==> config.mk <==
export PLATFORM = sky130hd
export DESIGN_NAME = keypad_event_encoder
export DESIGN_NICKNAME = d
export VERILOG_FILES = /design/src/rtl/keypad_event_encoder.sv
export SDC_FILE = /design/constraint.sdc
export NUM_CORES = 1
export LEC_CHECK = 0
export CAP_MARGIN = 20
export CORE_MARGIN = 2
export CORE_UTILIZATION = 54
export CTS_CLUSTER_DIAMETER = 120
export DETAILED_ROUTE_END_ITERATION = 12
export PLACE_DENSITY = 0.78
export SETUP_SLACK_MARGIN = 0.5
export SYNTH_ARGS = -nofsm -noshare
export SYNTH_HDL_FRONTEND = slang
export SYNTH_SLANG_ARGS = --single-unit
==> constraint.sdc <==
create_clock -name clk -period 2.5 [get_ports clk]
set_clock_uncertainty 0.2 [all_clocks]
set_input_delay 0.25 -clock clk [delete_from_list [all_inputs] [get_ports clk]]
set_output_delay 0.25 -clock clk [all_outputs]
set_load 0.1 [all_outputs]
==> src/rtl/keypad_event_encoder.sv <==
// Keypad event encoder: debounces a one-hot key vector, maps the key to a code, adds auto-repeat,
// and hands each event to a one-entry valid/ready register that flags dropped events as overrun.
module keypad_event_encoder #(
  parameter int                       N_KEYS          = 16,
  parameter int                       CODE_W          = 4,
  parameter logic [N_KEYS*CODE_W-1:0] KEY_MAP         = 64'h789F_456E_123D_0CBA,
  parameter int                       DEBOUNCE_CYCLES = 16,
  parameter int                       REPEAT_DELAY    = 0,
  parameter int                       REPEAT_PERIOD   = 4
) (
  input  logic              clk,
  input  logic              rst,
  input  logic [N_KEYS-1:0] onehot,
  input  logic              out_ready,
  output logic              out_valid,
  output logic [CODE_W-1:0] out_code,
  output logic              out_repeat,
  output logic              key_down,
  output logic [CODE_W-1:0] held_code,
  output logic              overrun
);

  localparam int MAX_A = (DEBOUNCE_CYCLES > REPEAT_DELAY) ? DEBOUNCE_CYCLES : REPEAT_DELAY;
  localparam int MAX_C = (MAX_A > REPEAT_PERIOD) ? MAX_A : REPEAT_PERIOD;
  localparam int CW    = $clog2(MAX_C + 1);

  localparam logic [CW-1:0] CNT_ONE  = CW'(1);
  localparam logic [CW-1:0] DEB_LAST = CW'(DEBOUNCE_CYCLES - 1);
  localparam logic [CW-1:0] RD_LAST  = CW'((REPEAT_DELAY > 0) ? REPEAT_DELAY - 1 : 0);
  localparam logic [CW-1:0] RP_LAST  = CW'(REPEAT_PERIOD - 1);

  typedef enum logic [1:0] {
    S_IDLE,
    S_DEB,
    S_HELD,
    S_REL
  } state_t;

  state_t              state_q, state_d;
  logic [N_KEYS-1:0]   s_key_q;
  logic [N_KEYS-1:0]   cand_q, cand_d;
  logic [CW-1:0]       dcnt_q, dcnt_d;
  logic [CW-1:0]       rcnt_q, rcnt_d;
  logic                rphase_q, rphase_d;
  logic [CODE_W-1:0]   held_q, held_d;
  logic                vld_q, vld_d;
  logic [CODE_W-1:0]   code_q, code_d;
  logic                rep_q, rep_d;
  logic                ovr_q, ovr_d;

  logic                single_hot;
  logic                match;
  logic [CODE_W-1:0]   cand_code;
  logic [CW-1:0]       rep_last;
  logic                ev;
  logic                ev_rep;

  // Zero or multi-hot (ghosting) both read as "no key".
  assign single_hot = (s_key_q != '0) && ((s_key_q & (s_key_q - N_KEYS'(1))) == '0);
  assign match      = (s_key_q == cand_q);
  assign rep_last   = rphase_q ? RP_LAST : RD_LAST;

  always_comb begin
    cand_code = '0;
    for (int i = 0; i < N_KEYS; i++) begin
      if (cand_q[i]) cand_code = KEY_MAP[i*CODE_W +: CODE_W];
    end
  end

  always_comb begin
    state_d  = state_q;
    cand_d   = cand_q;
    dcnt_d   = dcnt_q;
    rcnt_d   = rcnt_q;
    rphase_d = rphase_q;
    held_d   = held_q;
    ev       = 1'b0;
    ev_rep   = 1'b0;
    case (state_q)
      S_IDLE: begin
        if (single_hot) begin
          cand_d  = s_key_q;
          dcnt_d  = CNT_ONE;
          state_d = S_DEB;
        end
      end
      S_DEB: begin
        if (!match) begin
          state_d = S_IDLE;
        end else if (dcnt_q == DEB_LAST) begin
          ev       = 1'b1;
          held_d   = cand_code;
          rcnt_d   = '0;
          rphase_d = 1'b0;
          state_d  = S_HELD;
        end else begin
          dcnt_d = dcnt_q + CNT_ONE;
        end
      end
      S_HELD: begin
        if (!match) begin
          dcnt_d  = CNT_ONE;
          state_d = S_REL;
        end else if (REPEAT_DELAY != 0) begin
          if (rcnt_q == rep_last) begin
            ev       = 1'b1;
            ev_rep   = 1'b1;
            rcnt_d   = '0;
            rphase_d = 1'b1;
          end else begin
            rcnt_d = rcnt_q + CNT_ONE;
          end
        end
      end
      S_REL: begin
        // A short dropout of the same key resumes HELD with repeat timing intact.
        if (match) begin
          state_d = S_HELD;
        end else if (dcnt_q == DEB_LAST) begin
          state_d = S_IDLE;
        end else begin
          dcnt_d = dcnt_q + CNT_ONE;
        end
      end
      default: state_d = S_IDLE;
    endcase
  end

  always_comb begin
    vld_d  = vld_q;
    code_d = code_q;
    rep_d  = rep_q;
    ovr_d  = 1'b0;
    if (ev) begin
      if (!vld_q || out_ready) begin
        vld_d  = 1'b1;
        code_d = cand_code;
        rep_d  = ev_rep;
      end else begin
        ovr_d = 1'b1;
      end
    end else if (vld_q && out_ready) begin
      vld_d = 1'b0;
    end
  end

  always_ff @(posedge clk) begin
    if (rst) begin
      state_q  <= S_IDLE;
      s_key_q  <= '0;
      cand_q   <= '0;
      dcnt_q   <= '0;
      rcnt_q   <= '0;
      rphase_q <= 1'b0;
      held_q   <= '0;
      vld_q    <= 1'b0;
      code_q   <= '0;
      rep_q    <= 1'b0;
      ovr_q    <= 1'b0;
    end else begin
      state_q  <= state_d;
      s_key_q  <= onehot;
      cand_q   <= cand_d;
      dcnt_q   <= dcnt_d;
      rcnt_q   <= rcnt_d;
      rphase_q <= rphase_d;
      held_q   <= held_d;
      vld_q    <= vld_d;
      code_q   <= code_d;
      rep_q    <= rep_d;
      ovr_q    <= ovr_d;
    end
  end

  assign out_valid  = vld_q;
  assign out_code   = code_q;
  assign out_repeat = rep_q;
  assign key_down   = (state_q == S_HELD) || (state_q == S_REL);
  assign held_code  = held_q;
  assign overrun    = ovr_q;

endmodule

# Word-level counts from Yosys, hierarchy flattened
# Cells that the tools add are included.
# Widths: inputs -> output; s select.
# op_classes
add_sub_neg,2
n_eq_ne,12
muxes,36
bitwise,2
n_reduce_logical,16
# op_table
cell,n
$mux 4,16
$mux 5,5
$pmux 5 s4,1
$and 16x16->16,1
$eq 16x16->1,1
$logic_not 16->1,1
$reduce_bool 16->1,1
$sub 16x1->16 const B,1
$mux 2,6
$ne 2x2->1 const B,4
$pmux 2 s4,1
$reduce_and 4->1,2
$mux 1,7
$ne 3x3->1 const B,2
$reduce_and 2->1,3
$add 5x1->5 const B,1
$eq 5x4->1 const B,1
$eq 2x2->1 const B,2
$reduce_and 3->1,1
$eq 2x1->1 const B,1
$logic_and 1x1->1,2
$logic_not 2->1,1
$logic_or 1x1->1,2
$ne 2x1->1 const B,1
4 further kinds,4
# word_totals
reg_bits,49
inputBits,19
out_inout_bits,12
elab_cells,76

# Depth between registers and ports, before layout
# Gate-level depths: netlist of run 1.
# depth
word_depth,16
mapped_depth,8
depth_no_buf,7

# Worst setup path before layout of run 1
# Ideal clock, no wire load.
# synth_path
path_type,register to register
startpoint,reg s_key_q[0]
endpoint,reg dcnt_q[0]
stages_incl_launch_ff,7
setup_slack_ns,0.464
synth_period_minus_slack_ns,2.036
arrival_ns,1.758
path_buffers,0
path_cell_list,dfxtp_1 > xnor2_1 > nand4_2 > nor4_4 > mux2i_1 > a21oi_1 > nor3_1
# synth_between
elab_chain_cells,6
# synth_lines
element,line_no,text
start: declaration,40,logic [N_KEYS-1:0] s_key_q;
start signal: assignment,162,s_key_q <= onehot;
$sub 16x1->16,59,assign single_hot = (s_key_q != '0) && ((s_key_q & (s_key_q - N_KEYS'(1))) == '0);
$and 16x16->16,59,
$logic_not 16->1,59,
$logic_and 1x1->1,59,
$ne 2x2->1 (no line),-,
$reduce_and 4->1 (no line) (*),-,
end signal: assignment,164,dcnt_q <= dcnt_d;
end: declaration,42,"logic [CW-1:0] dcnt_q, dcnt_d;"
# Every way passes the cells marked *; elsewhere a longest branch is shown, timed or not.
# A chain may end at the register's enable or synchronous reset.

# Final worst setup path of run 1
# layout_path
startpoint,reg s_key_q[14]
endpoint,reg dcnt_q[2]
# Same word-level chain as after synthesis.

==> summary by stage, run 1 <==
Timing
Setup repair after global routing could not meet its margin everywhere. The final total negative setup slack is 0 ns. The final number of max-transition violations is 0.

The worst pin sits at a relative slew slack of roughly 60%. Derived from the worst setup path, the maximum achievable clock frequency is 470 MHz. At the pin with the least slew margin, the transition time is ~0.6 ns. Setup violations remaining at the end of the flow were counted as 0. The number of failing hold endpoints at the final stage came to 0. Final hold analysis gives a worst-case slack of about 0.27 ns.

The post-route fraction of the period consumed by the critical path is around 85%. The post-layout minimum cycle time is approximately 2.1 ns.

GRT
The final global-route overflow total is 0. The total routing usage reported by global routing is 21.5%. The number of global-route vias before repair came to 1863. The first-pass GRT wire length is roughly 8.5 mm. The number of antenna violations at the first check in global routing is 0.

The maximum number of pins on one net before global-route repair is 28.

Hold path
The class of the tightest hold or removal check is flop to flop. The number of cells on the worst hold path is 2.

Detailed routing
The count of vias placed by the detailed router is between 1500 and 2000. The average wire per cell in the routed design is 15.6 um. The first TritonRoute pass finished after 4 iterations. The post-route antenna net violation count is 0. The wire length after detailed routing is 5.37 mm. The per-cell via count in the routed design is 5.78.

After detailed routing, the number of remaining DRC violations is 0. In this run, the number of DRC markers left after iteration 0 of detailed routing was 103.

Logic synthesis
The synthesized-area fraction occupied by and/or/nand/nor cells is roughly a quarter. Synthesis produced a netlist with a net count of approximately 280. The number of distinct standard cells referenced by the synthesized netlist is about 50. The compound-gate portion of the synthesized area is 13.1%.

The count of flip-flops with a built-in enable after synthesis is 0. After synthesis, the share of cell area in mux cells is approximately 8%. The share of flip-flops with an asynchronous set or reset after synthesis is 0%.

The most used flip-flop cell after synthesis is dfxtp_1. The count of state elements after synthesis is between 40 and 50. The count of yosys warnings during synthesis is 0. The post-synthesis average cell area is ~9.3 um^2.

The dominant combinational cell family by area after synthesis is simple AND/OR/NAND/NOR gates. Summing the areas of all fa, ha and maj instances in the mapped netlist gives roughly 1.1% of the synthesized area. Of the total synthesized cell area, the portion taken by XOR and XNOR cells is about 6.2%.

The fraction of the yosys area taken by sequential cells is between 40% and 50%. The synthesized netlist cell count is around 250. The area of the mapped netlist is 0.00237 mm^2.

Placement
The final HPWL from detailed placement is around 3.4 mm. The final weighted congestion in routability-driven placement is 0.826. The number of buffers added on ports is 29.

Critical path
The critical path starts at s_key_q[14]. The dominant delay contributor by cell family on the critical path is simple AND/OR/NAND/NOR gates. The worst setup path is launched from a flop. STA classifies the critical path endpoint as a flop.

Of all nets on the critical path, the largest fanout is 6. At the worst endpoint, the arrival time is 2.09 ns. The worst register-to-register path begins at s_key_q[14]. The reg-to-reg setup timing slack is approximately 0.37 ns.

On the worst path, the slowest cell contributes a delay of between 0.3 and 0.4 ns. The endpoint identified for the worst register-to-register timing path is dcnt_q[2]. Counting cells, the worst reg-to-reg path comes to 7. Together, buffers and inverters on the worst path number 1. The instance count on the critical path is 7. Traced cell by cell, the critical path runs through xnor2_4, nand4_4, nor4_4, buf_6, mux2_4, o21ai_2, a31oi_1. The endpoint of the worst setup timing path is dcnt_q[2]. STA puts the critical path data required time at between 2 and 2.5 ns.

The largest individual stage delay along the critical path comes from the cell dfxtp_4. The critical path in this run is classified as flop to flop.

Die
The core region is 0.00429 mm^2. Measured along the y axis, the die boundary spans 70.3 um. The die outline area is a little under 0.005 mm^2. The die span in x is approximately 70 um. During I/O placement, the number of pins put on the boundary was 31.

The number of rows in the core area is 24. The initial cell density of the core is between 50% and 60%.

Clock network
For this design, the sink count on the clock tree is 49. The clock insertion delay at the later pin of the skew report is 0.30 ns. The H-tree was split into 2 levels.

In this run, CTS created clock tree buffers numbering 5. TritonCTS built the clock tree. CTS placed an instance of clkbuf_8 at the clock tree root. After clock tree synthesis, the clock-pin slew on the worst setup and hold paths is about 0.080 ns. In this run the deepest clock path goes through 2 buffers. The number of hold buffers added after CTS is 0.

Cells and area
The final core utilization is 72.6%. Of the cells placed in the final design, the portion with a size suffix greater than 1 is 36.0%. After the last flow step, the layout net total stands at roughly 310. The area growth from synthesis to layout is 31.6%. The number of antenna diodes in the final layout is 0.

Power and ir drop
The leakage power of the design is 1.07 nW. The maximum vdd drop is 0.307 mV. For this design the ratio of total power to cell area is between 500 and 600 mW/mm^2.

Job
The max-capacitance violation count is 0.

Outcome
The run finished with clean final reports.
[power by group]
part           switching [mW]  internal [mW]
Combinational          0.0817         0.0970
Clock                   0.260          0.326
Sequential             0.0399          0.797
Total                   0.382           1.22
[logic make-up (layout without fill, tap and decap cells)]
group | count (synthesis) | count (layout)
simple gates | 107 | 108
other cells | 1 | 1
fa+ha+maj | 2 | 2
flops | 49 | 49
xor+xnor | 16 | 16
mux | 19 | 19
compound gates | 46 | 46
buf+inv | 14 | 51
[how the worst min path moves through the flow]
| stage | from | endpoint |
|---|---|---|
| 2_1_floorplan | onehot[1] | s_key_q[1] |
| 3_3_place_gp | held_code[3] | held_code[3] |
| 3_5_place_dp | dcnt_q[4] | dcnt_q[4] |
| 4_1_cts | onehot[9] | s_key_q[9] |
| 5_1_grt | onehot[3] | s_key_q[3] |
| 6_report | dcnt_q[4] | dcnt_q[4] |
[per-stage QoR]
stage / setup WS [ns] / instances / area, um^2 / total power [mW]
2_1_floorplan: 0.501 / 254 / 2380 / 0.952
3_3_place_gp: 0.312 / 327 / 2650 / 1.00
3_5_place_dp: 0.255 / 327 / 2650 / 1.00
4_1_cts: 0.427 / 339 / 2910 / 1.59
5_1_grt: 0.283 / 344 / 3120 / 1.66
6_report: 0.372 / 344 / 3120 / 1.60
[flip-flops by register name, summed over array words and instances (netlist names), named ones only]
| register | flops |
|---|---|
| held_code | 4 |
| out_valid | 1 |
| s_key_q | 16 |
| cand_q | 16 |
| state_q | 1 |
| dcnt_q | 5 |
| overrun | 1 |
| out_code | 4 |
[per-layer routing]
metal	up-vias	global-route usage, %	share of wire (%)
li1	977	-	-
met1	948	27.5	44
met2	54	34.4	49
met3	11	4.47	4.5
met4	0	10.3	2.3
met5	-	0	0
[worst reg2reg max path, delay by kind of cell (launching register included)]
family | cells | cell delay [ns]
AND/OR/NAND/NOR | 2 | 0.41
flip-flops | 1 | 0.39
XOR/XNOR | 1 | 0.22
buffers and inverters | 1 | 0.18
multiplexers | 1 | 0.35
AO/OA/AOI/OAI | 2 | 0.23
[area by class of cell]
type                       count  area [um^2]
clock inverter                 1         30.0
tap                           52         65.1
timing repair buffer          42          410
clock buffer                   7         86.3
fill                         307         1170
multi-input combinational    192         1490
inverter                       1         3.75
sequential                    49         1030
[cells in the final DEF, fill, tap and decap left out, types with 2 or more instances in the layout]
cell,count
dfxtp_2,21
nand3b_1,2
nand4_1,5
nor2b_1,20
and3_4,2
a21oi_2,6
nor2_1,35
nor3_2,5
dfxtp_4,7
clkbuf_8,6
nor4_4,3
a21oi_1,7
nor3_1,10
o21ai_2,3
nor2_2,2
o21ai_0,8
xnor2_2,7
nand2_1,4
o21bai_1,2
a211oi_1,4
mux2i_1,16
nand3_1,8
dfxtp_1,21
clkdlybuf4s50_1,18
xnor2_1,8
buf_4,14
a31oi_1,3
buf_6,8
[synthesized netlist by cell type (all sizes together) (3+ instances only)]
library cell  instances  area [um^2]
clkbuf                6         22.5
nor2b                21          131
nor3                 16         80.1
nor4                  4         61.3
nand4                 6         43.8
a21oi                13         68.8
mux2i                18          180
nand2                 5         18.8
a211oi                5         42.5
a31oi                 3         18.8
nor2                 37          139
o21ai                12         63.8
buf                   7         86.3
nand3                 9         45.0
xnor2                16          148
dfxtp                49          981
[what timing repair did]
item,4_1_cts,5_1_grt
pin swaps,7,21
buffers inserted,3,5
cloned,1,0
setup endpoints to repair,32,32
gates resized for setup,35,48
Note: power is estimated with default switching activity, not from simulation.
==> run 2, diff against run 1 <==
--- a/config.mk
+++ b/config.mk
@@ -7,10 +7,11 @@
 export LEC_CHECK = 0
 export CAP_MARGIN = 20
 export CORE_MARGIN = 2
-export CORE_UTILIZATION = 54
+export CORE_UTILIZATION = 57
 export CTS_CLUSTER_DIAMETER = 120
 export DETAILED_ROUTE_END_ITERATION = 12
-export PLACE_DENSITY = 0.78
+export GPL_TIMING_DRIVEN = 0
+export PLACE_DENSITY = 0.82
 export SETUP_SLACK_MARGIN = 0.5
 export SYNTH_ARGS = -nofsm -noshare
 export SYNTH_HDL_FRONTEND = slang
==> constraint.sdc (replaced) <==
create_clock -name clk -period 2.45 [get_ports clk]
set_clock_uncertainty 0.2 [all_clocks]
set_input_delay 0.245 -clock clk [delete_from_list [all_inputs] [get_ports clk]]
set_output_delay 0.245 -clock clk [all_outputs]
set_load 0.1 [all_outputs]
==> summary by stage, run 2 (same netlist as run 1, synthesis figures left out) <==
Detailed routing
The iteration count of the initial detailed-routing pass is 4 (unchanged). The post-route antenna net violation count came to 0 (unchanged). The remaining design rule violation count was 0 (unchanged).

The average wire per cell in the routed design is 16.4 um (+5.3%). The per-cell via count in the routed design is 5.86 (+1.2%). The wire length after detailed routing is 5.80 mm (+8.0%). The first-iteration detailed-routing DRC count is 139 (+35%). The count of vias placed by the detailed router is 2067 (+3.9%).

Die
The number of rows in the core area is 23 (-4.2%). The placeable core region is 0.00400 mm^2 (-6.8%). The initial cell density of the core came to 59.3% (+4.1 points). The y dimension of the die came to 68.5 um (-2.5%).

The number of I/O pins is 31 (unchanged). The die span in x is 68.5 um (-2.5%). The die outline area was 0.00469 mm^2 (-5.0%).

Critical path
On the critical path, the stage with the largest delay is an instance of dfxtp_4. The largest fanout on the critical path is 5 (-1). The data arrival at the endpoint of the critical path is 2.21 ns (+0.12 ns). The worst reg2reg path startpoint is s_key_q[3]. The cell with the most instances on the worst path is mux2i_1.

The capture point of the worst reg-to-reg path is cand_q[6]. The signal on the critical path passes through nor4_4, nand4_1, mux2i_1, and4_1, buf_6, clkbuf_16, mux2i_1, nor2_1. The worst setup path is captured at a flop.

The delay of the slowest cell on the worst path is 0.37 ns (-0.02 ns). The required time of the critical path was 2.43 ns (-0.04 ns). The worst reg-to-reg path cell count is 8 (+1).

The worst setup path is launched from a flop. The reg-to-reg setup timing slack came to 0.23 ns (-0.14 ns). The type of the setup path with the least slack is flop to flop.

Cells and area
The footprint of the flip-flops and latches came to 0.00103 mm^2 (-0.36%). The area occupied by multi-input gates is 0.00144 mm^2 (-3.4%). The largest registers in the layout are cand_q: 16 flops, s_key_q: 16 flops, dcnt_q: 5 flops.

The top cell types in the final layout, fill and taps aside, are nor2_1, dfxtp_1, nor2b_1, dfxtp_2, clkdlybuf4s50_1. The final net count was 323 (+3.5%). The number of diodes is 0 (unchanged).

The fraction of final layout cells with drive strength greater than 1 came to 33.3% (-2.6 points). Leaving out fill and tap cells, the most frequent cell in the layout is nor2_1. The layout-stage area growth over the synthesis result is 33.2%. The final-layout fill cell count came to 268 (-13%).

Hold path
The number of cells on the worst hold path is 2 (unchanged). The min-delay analysis places its worst path in the category input pin to flop. The worst min-delay path endpoint is s_key_q[5]. The startpoint of the most critical hold path is rst.

Placement
The final HPWL from detailed placement is 3.57 mm (+4.1%). The number of buffers added on ports was 28 (-3.4%). The final weighted congestion in routability-driven placement is 0.877 (+6.2%).

Job
The max-capacitance violation count is 0 (unchanged).

GRT
The first-pass GRT wire length is 8.78 mm (+3.1%). The number of antenna violations at the first check in global routing came to 0 (unchanged). The maximum number of pins on one net before global-route repair is 15 (-46%).

The total routing usage reported by global routing was 25.2% (+3.7 points). The final global-route overflow total is 0 (unchanged). The number of global-route vias before repair is 1901 (+2.0%).

Timing
The actual slew at the worst max-slew pin is 0.943 ns (+0.342 ns). The post-route fraction of the period consumed by the critical path came to 90.7% (+5.6 points). The relative slew slack is 37.4% (-22 points). The number of setup violations in the final report is 0 (unchanged).

Setup repair after global routing could not meet its margin everywhere. The maximum clock frequency is 450 MHz (-4.2%). The post-layout minimum cycle time is 2.22 ns (+0.0941 ns). The number of failing hold endpoints at the final stage is 0 (unchanged). The hold slack is 0.136 ns (-0.139 ns). The final total negative setup slack is 0 ns (unchanged). The final number of max-transition violations came to 0 (unchanged).

Clock network
The number of levels the H-tree was split into is 2 (unchanged). The clock insertion delay at the later pin of the skew report is 0.32 ns (+0.02 ns). The CTS clock-pin slew for the worst setup and hold paths is 0.08 ns (about the same).

The number of clock sinks came to 49 (unchanged). The total CTS buffers is 5 (unchanged). The tree is rooted in a clkbuf_8. The TritonCTS clock tree is yes. The number of hold buffers added after CTS is 0 (unchanged).

The buffer levels on the longest clock path is 2 (unchanged).

Power and ir drop
The total power density per cell area is 520 mW/mm^2 (+1.2%). The maximum vdd drop is 0.471 mV (+53%). The leakage power of the design is 1.10 nW (+2.9%).

Outcome
The run finished with clean final reports.
## run 2: cell count changes in the layout (fill, tap and decap cells not counted), sizes merged
cell           previous run  this run
clkbuf                    7        25
clkdlybuf4s50            18        17
and3                      3         2
buf                      24        18
clkdlybuf4s15             0         1
## run 2: worst max-delay path by stage
stage | from | slack, ns | end
after floorplan | cand_q[1] | 0.50 | dcnt_q[1]
after global placement | s_key_q[10] | 0.25 | dcnt_q[0]
after detailed placement | s_key_q[10] | 0.24 | out_code[1]
after CTS | s_key_q[7] | 0.32 | cand_q[11]
after global routing | s_key_q[3] | 0.14 | cand_q[6]
final | s_key_q[3] | 0.23 | cand_q[6]
## run 2: routing by layer
metal,up-vias,global-route usage [%],routed length [um]
met2,72,42.8,2990
li1,1003,-,-
met3,10,4.87,334
met4,0,9.50,100
met5,-,0,0
met1,982,31.5,2380
## run 2: power breakdown
group / switching (mW) / internal [mW]
Combinational: 0.0903 / 0.104
Clock: 0.264 / 0.333
Sequential: 0.0368 / 0.814
## run 2: repair_timing
action,CTS,global route
setup buffers,5,5
gates resized for setup,50,39
cloned,1,2
setup endpoints to repair,43,43
pin swaps,13,13
## run 2: worst max-delay path, delay by kind of cell, from the launching register on
kind	cells	cell delay, ns
mux	2	0.40
simple gates	4	0.80
buf+inv	2	0.31
flops	1	0.37
## run 2: area by class of cell
type / instances / share of cell area (%)
clock buffers: 7 / 2.73
plain buffers: 13 / 3.56
clock inverters: 1 / 0.950
multi-input cells: 191 / 45.6
inverters: 1 / 0.119
well taps: 50 / 1.98
repair buffers: 41 / 12.5
flip-flops and latches: 49 / 32.6
## run 2: stage by stage
stage	cells	instance area [um^2]	power [mW]	setup slack (ns)	utilization (%)
final	353	3160	1.64	0.228	79.0
after global routing	353	3160	1.70	0.137	79.0
after CTS	346	3020	1.61	0.320	75.4
after detailed placement	332	2740	1.03	0.242	68.4
after global placement	332	2740	1.02	0.250	68.4
after floorplan	254	2390	0.973	0.502	-
==> run 3, diff against run 2 <==
==> constraint.sdc (replaced) <==
create_clock -name clk -period 2.45 [get_ports clk]
set_clock_uncertainty 0.2 [all_clocks]
set_input_delay 0.3675 -clock clk [delete_from_list [all_inputs] [get_ports clk]]
set_output_delay 0.3675 -clock clk [all_outputs]
set_load 0.1 [all_outputs]
==> summary by stage, run 3 (same netlist as run 1, synthesis figures left out) <==
Cells and area
The most frequent standard cell in the layout excluding fill and tap cells is nor2_1. In the layout the commonest cells are nor2_1, dfxtp_1, dfxtp_2, nor2b_1, clkdlybuf4s50_1. The filler-free cell count of the finished design is 349 (-1.1%). The final core utilization came to 78.0% (-0.97 points). Compared with the post-synthesis result, the final layout area differs by 31.6%. The post-route standard cell area excluding fillers was 0.00312 mm^2 (-1.2%). The final-layout fill cell count is 275 (+2.6%). In the final layout, the registers with the most flip-flops are cand_q: 16 flops, s_key_q: 16 flops, dcnt_q: 5 flops.

The number of diodes is 0 (unchanged). The fraction of final layout cells with drive strength greater than 1 came to 30.8% (-2.6 points). The final net count came to 319 (-1.2%).

Die
The y dimension of the die is 68.5 um (unchanged). The placeable core region is 0.00400 mm^2 (unchanged). The number of I/O pins is 31 (unchanged).

The initial cell density of the core was 59.3% (unchanged). The number of rows in the core area is 23 (unchanged). The die outline area came to 0.00469 mm^2 (unchanged). The die span in x is 68.5 um (unchanged).

Power and ir drop
The part of the total power dissipated in the clock network is 36.4% (about the same). The switching power summed over all nets is 384 uW (-1.7%). The part of the total power dissipated in combinational logic was 11.5% (-0.3 points). The power consumption came to 1.63 mW (-0.63%). The leakage power of the design is 1.06 nW (-3.6%). The net switching fraction of the power is 23.6% (-0.26 points). The maximum vdd drop came to 0.426 mV (-9.5%). The proportion of power drawn by flip-flops and latches is 52.2% (+0.4 points). The design internal power was 1.25 mW (-0.29%). The total power density per cell area was 523 mW/mm^2 (+0.60%).

Critical path
The required time of the critical path is 2.43 ns (about the same). The type of the setup path with the least slack is flop to flop. The worst reg-to-reg path cell count came to 8 (unchanged). The data arrival at the endpoint of the critical path came to 2.17 ns (-0.04 ns). The largest fanout on the critical path is 5 (unchanged). The worst setup path is launched from a flop. The type of element capturing the critical path is a flop.

Hold path
The tightest min-delay check is of the input pin to flop type. The number of cells on the worst hold path is 2 (unchanged).

Placement
The number of cells in the design after placement came to 332 (unchanged). The final weighted congestion in routability-driven placement is 0.877 (unchanged). The post-placement worst setup slack was 0.242 ns (unchanged). The number of buffers added on ports came to 28 (unchanged). The final HPWL from detailed placement is 3.57 mm (unchanged). The placement-stage cell area was 0.00274 mm^2 (unchanged).

Clock network
The clock insertion delay at the later pin of the skew report is 0.31 ns (about the same). The number of clock sinks came to 49 (unchanged). The buffer levels on the longest clock path is 2 (unchanged).

The CTS clock-pin slew for the worst setup and hold paths was 0.08 ns (about the same). The total CTS buffers was 5 (unchanged). The number of levels the H-tree was split into came to 2 (unchanged). The library cell used as clock root buffer is clkbuf_8.

The TritonCTS clock tree is yes.

GRT
The maximum number of pins on one net before global-route repair is 15 (unchanged). The final global-route overflow total is 0 (unchanged). The number of antenna violations at the first check in global routing was 0 (unchanged). The first-pass GRT wire length is 8.67 mm (-1.3%). The total routing usage reported by global routing is 25.0% (-0.20 points).

The number of global-route vias before repair is 1879 (-1.2%).

Timing
The number of failing hold endpoints at the final stage was 0 (unchanged). The hold slack came to 0.264 ns (+0.129 ns). The actual slew at the worst max-slew pin is 0.557 ns (-0.386 ns). The final total negative setup slack came to 0 ns (unchanged). The final number of max-transition violations is 0 (unchanged). The relative slew slack is 62.9% (+25 points). The maximum clock frequency is 455 MHz (+1.2%).

The number of setup violations in the final report is 0 (unchanged). The post-route worst setup slack came to 0.254 ns (+0.0266 ns). The post-route fraction of the period consumed by the critical path is 89.6% (-1.1 points). The post-layout minimum cycle time was 2.20 ns (-0.0266 ns).

Setup repair after global routing could not meet its margin everywhere.

Job
The max-capacitance violation count came to 0 (unchanged).

Outcome
The flow ran to the end, and the final reports show no timing, DRC or antenna violations.

Detailed routing
The iteration count of the initial detailed-routing pass came to 4 (unchanged). The average wire per cell in the routed design is 16.1 um (-1.7%). The wire length after detailed routing is 5.64 mm (-2.8%).

The post-route antenna net violation count is 0 (unchanged). The first-iteration detailed-routing DRC count came to 114 (-18%). The count of vias placed by the detailed router is 2050 (-0.82%). The remaining design rule violation count is 0 (unchanged). The per-cell via count in the routed design is 5.87 (+0.31%).
[run 3: worst paths after layout]
kind / end / slack, ns / start
worst max register to register: cand_q[6] / 0.25 / s_key_q[4]
worst min register to register: held_code[3] / 0.27 / held_code[3]
worst max-delay path: cand_q[6] / 0.25 / s_key_q[4]
worst min-delay path: s_key_q[14] / 0.26 / rst
[run 3: worst max-delay path: stages (launching register included)]
cell and delay [ns]:
dfxtp_1 0.39, a211oi_1 0.32, nand3_1 0.12, nor3_1 0.25
and4_1 0.24, buf_6 0.14, clkbuf_16 0.15, mux2i_1 0.20
nor2_1 0.06
[run 3: cell type report]
cell class              count  area [um^2]  area share [%]
multi-input cells         191         1400            44.8
flip-flops and latches     49         1030            33.0
repair buffers             37          397            12.7
plain buffers              13          113            3.61
clock buffers               7         86.3            2.77
well taps                  50         62.6            2.00
clock inverters             1         30.0           0.962
inverters                   1         3.75           0.120
[run 3: power by group through the flow]
| stage | combinational, mW | clock (mW) | sequential, mW |
|---|---|---|---|
| global route | 0.204 | 0.634 | 0.854 |
| finish | 0.187 | 0.593 | 0.851 |
| global placement | 0.157 | 0 | 0.866 |
| CTS | 0.169 | 0.598 | 0.848 |
| floorplan | 0.114 | 0 | 0.858 |
| detailed placement | 0.160 | 0 | 0.867 |
[run 3: routing by layer]
layer / vias to the layer above / share of wire, % / track usage (%)
met2: 85 / 49 / 41.3
met1: 955 / 41 / 31.2
met3: 16 / 6.6 / 5.03
li1: 994 / - / -
met4: 0 / 3.3 / 11.8
met5: - / 0 / 0
[run 3: timing repair]
item	CTS	global route
gates cloned	1	1
hold buffers	0	0
setup endpoints to repair	43	32
gates resized for setup	62	20
buffers inserted	4	3
pin swaps	13	8
==> edit, RTL diff (config.mk and constraints of run 1) <==
The output `overrun` loses its register stage (`ovr_q` becomes a continuous assignment).
--- a/src/rtl/keypad_event_encoder.sv
+++ b/src/rtl/keypad_event_encoder.sv
@@ -158,3 +158,2 @@
       rep_q    <= 1'b0;
-      ovr_q    <= 1'b0;
     end else begin
@@ -170,5 +169,6 @@
       rep_q    <= rep_d;
-      ovr_q    <= ovr_d;
     end
   end
+
+  assign ovr_q = ovr_d;
 
Formal check against the unedited RTL: no difference found for any inputs over 10 cycles, from zero or initial values and one cycle with rst high; that may be too few to reach the edited logic, so the function may still have changed.
==> edit against run 1 <==
- wire length grew 17%
- power fell by 7.3%
- global-route usage up 2.0 points
- maximum frequency shrank 6.5%
- first-iteration DRC count up 32%
- sequential share of layout area decreased by 2.5 points
- sequential cell count is 1 lower
- largest power group unchanged
- register-to-register slack lost 0.14 ns
- area after synthesis grew 7.0%
- hold slack better by 0.018 ns
- worst setup slack worse by 0.15 ns
- die area is 6.6% higher
- sequential power is 3.5% lower
- cell area is 9.2% higher
==> edit: results (changes against run 1) <==
metric;value;unit;change
globalRouteTotalUtil;0.234;;+0.0197
comb_cell_power;0.213;mW;+19%
internal-power;1.11;mW;-8.9%
dp_hpwl;3840;um;+12%
synth_nets;310;;+13%
final_nets;353;;+13%
synth_top_area_frac;0.379;;-0.0348
totalWireLength;6300;um;+17%
p_leak;1.22;nW;+14%
crit_fanout;5;;-1
powerClk;0.464;mW;-21%
met1_usage;0.313;;+0.0380
worst-setup-path-type;reg2out;;
endpoint;overrun;;
layout-drive-gt1-share;0.351;;-0.00824
max_slew_margin;0.582;;-0.0167
firstDrtPassIters;5;;+1
peakVddDrop;339;uV;+10%
synth_seq_area_share;0.379;;-0.0348
grt_pass1_wl;9630;um;+13%
worstPathArrival;1.83;ns;-0.26 ns
use_met2;0.377;;+0.0330
grtUsageMet3;0.0486;;+0.00388
r2r-start;cand_q[1]$_SDFFE_PP0P_;;
sw_frac_of_total;0.251;;+0.0130
netlist_top_cells_count;dfxtp_1 (48), nand2_1 (39), mux2i_1 (26);;
ys_types;56;;+9.8%
num-fill-cells;283;;-7.8%
hold_start;cand_q[8]$_SDFFE_PP0P_;;
grt_pass1_vias;2090;;+12%
synth.area.top_cells;dfxtp_1 (38%), mux2i_1 (10%), xnor2_1 (5.9%);;
outcome;completed;;
drt-initial-drc-count;136;;+32%
cts_setup_buffers;12;;+9
grt_max_degree;33;;+18%
place_congestion;0.902;;+9.1%
-- edit: changes by cell type after synthesis, sizes merged, moves of 3 or more --
cell and change:
nor2 -16, a31oi -3, nor4 +4, a21oi -8
mux2i +8, nor2b -3, clkbuf +9, and2 +3
nand2 +34, inv +6, nor3 -7
-- edit: final cells by class --
class	instances	area (um2)	area share
Inverter	7	28.8	0.00845
Clock buffer	8	90.1	0.0264
Sequential cell	48	1040	0.307
Multi-Input combinational cell	213	1650	0.484
Tap cell	52	65.1	0.0191
Timing Repair Buffer	57	528	0.155
-- edit: worst max-delay path, stage by stage, from the launching register on --
cell and delay (ns):
dfxtp_2 0.40, xnor2_2 0.13, nand4_1 0.16, nor4_4 0.33, and2_4 0.20, inv_4 0.04
nor2_4 0.09, buf_12 0.18
-- edit: kinds of logic (layout without fill, tap and decap cells) --
group / Yosys count / in the layout / share of synthesized area
AO/OA/AOI/OAI: 39 / 39 / 0.111
flip-flops: 48 / 48 / 0.379
other: 1 / 1 / 0.00148
adder cells (fa/ha/maj): 2 / 2 / 0.00987
AND/OR/NAND/NOR: 127 / 127 / 0.279
buffers and inverters: 28 / 72 / 0.0538
multiplexers: 27 / 27 / 0.107
XOR/XNOR: 17 / 17 / 0.0587
-- edit: per-stage QoR --
step           instances  setup WS [ns]  hold slack (ns)  cell area [um2]
2_1_floorplan        289         0.0324            0.178             2610
3_3_place_gp         358          0.231            0.274             2880
3_5_place_dp         358          0.176            0.290             2880
4_1_cts              378          0.182            0.286             3210
5_1_grt              385          0.110            0.303             3410
6_report             385          0.224            0.292             3410
-- edit: layer usage --
metal / up-vias / part of all wire
li1: 1100 / -
met1: 1110 / 0.44
met5: - / 0
met2: 79 / 0.49
met4: 0 / 0.016
met3: 8 / 0.060
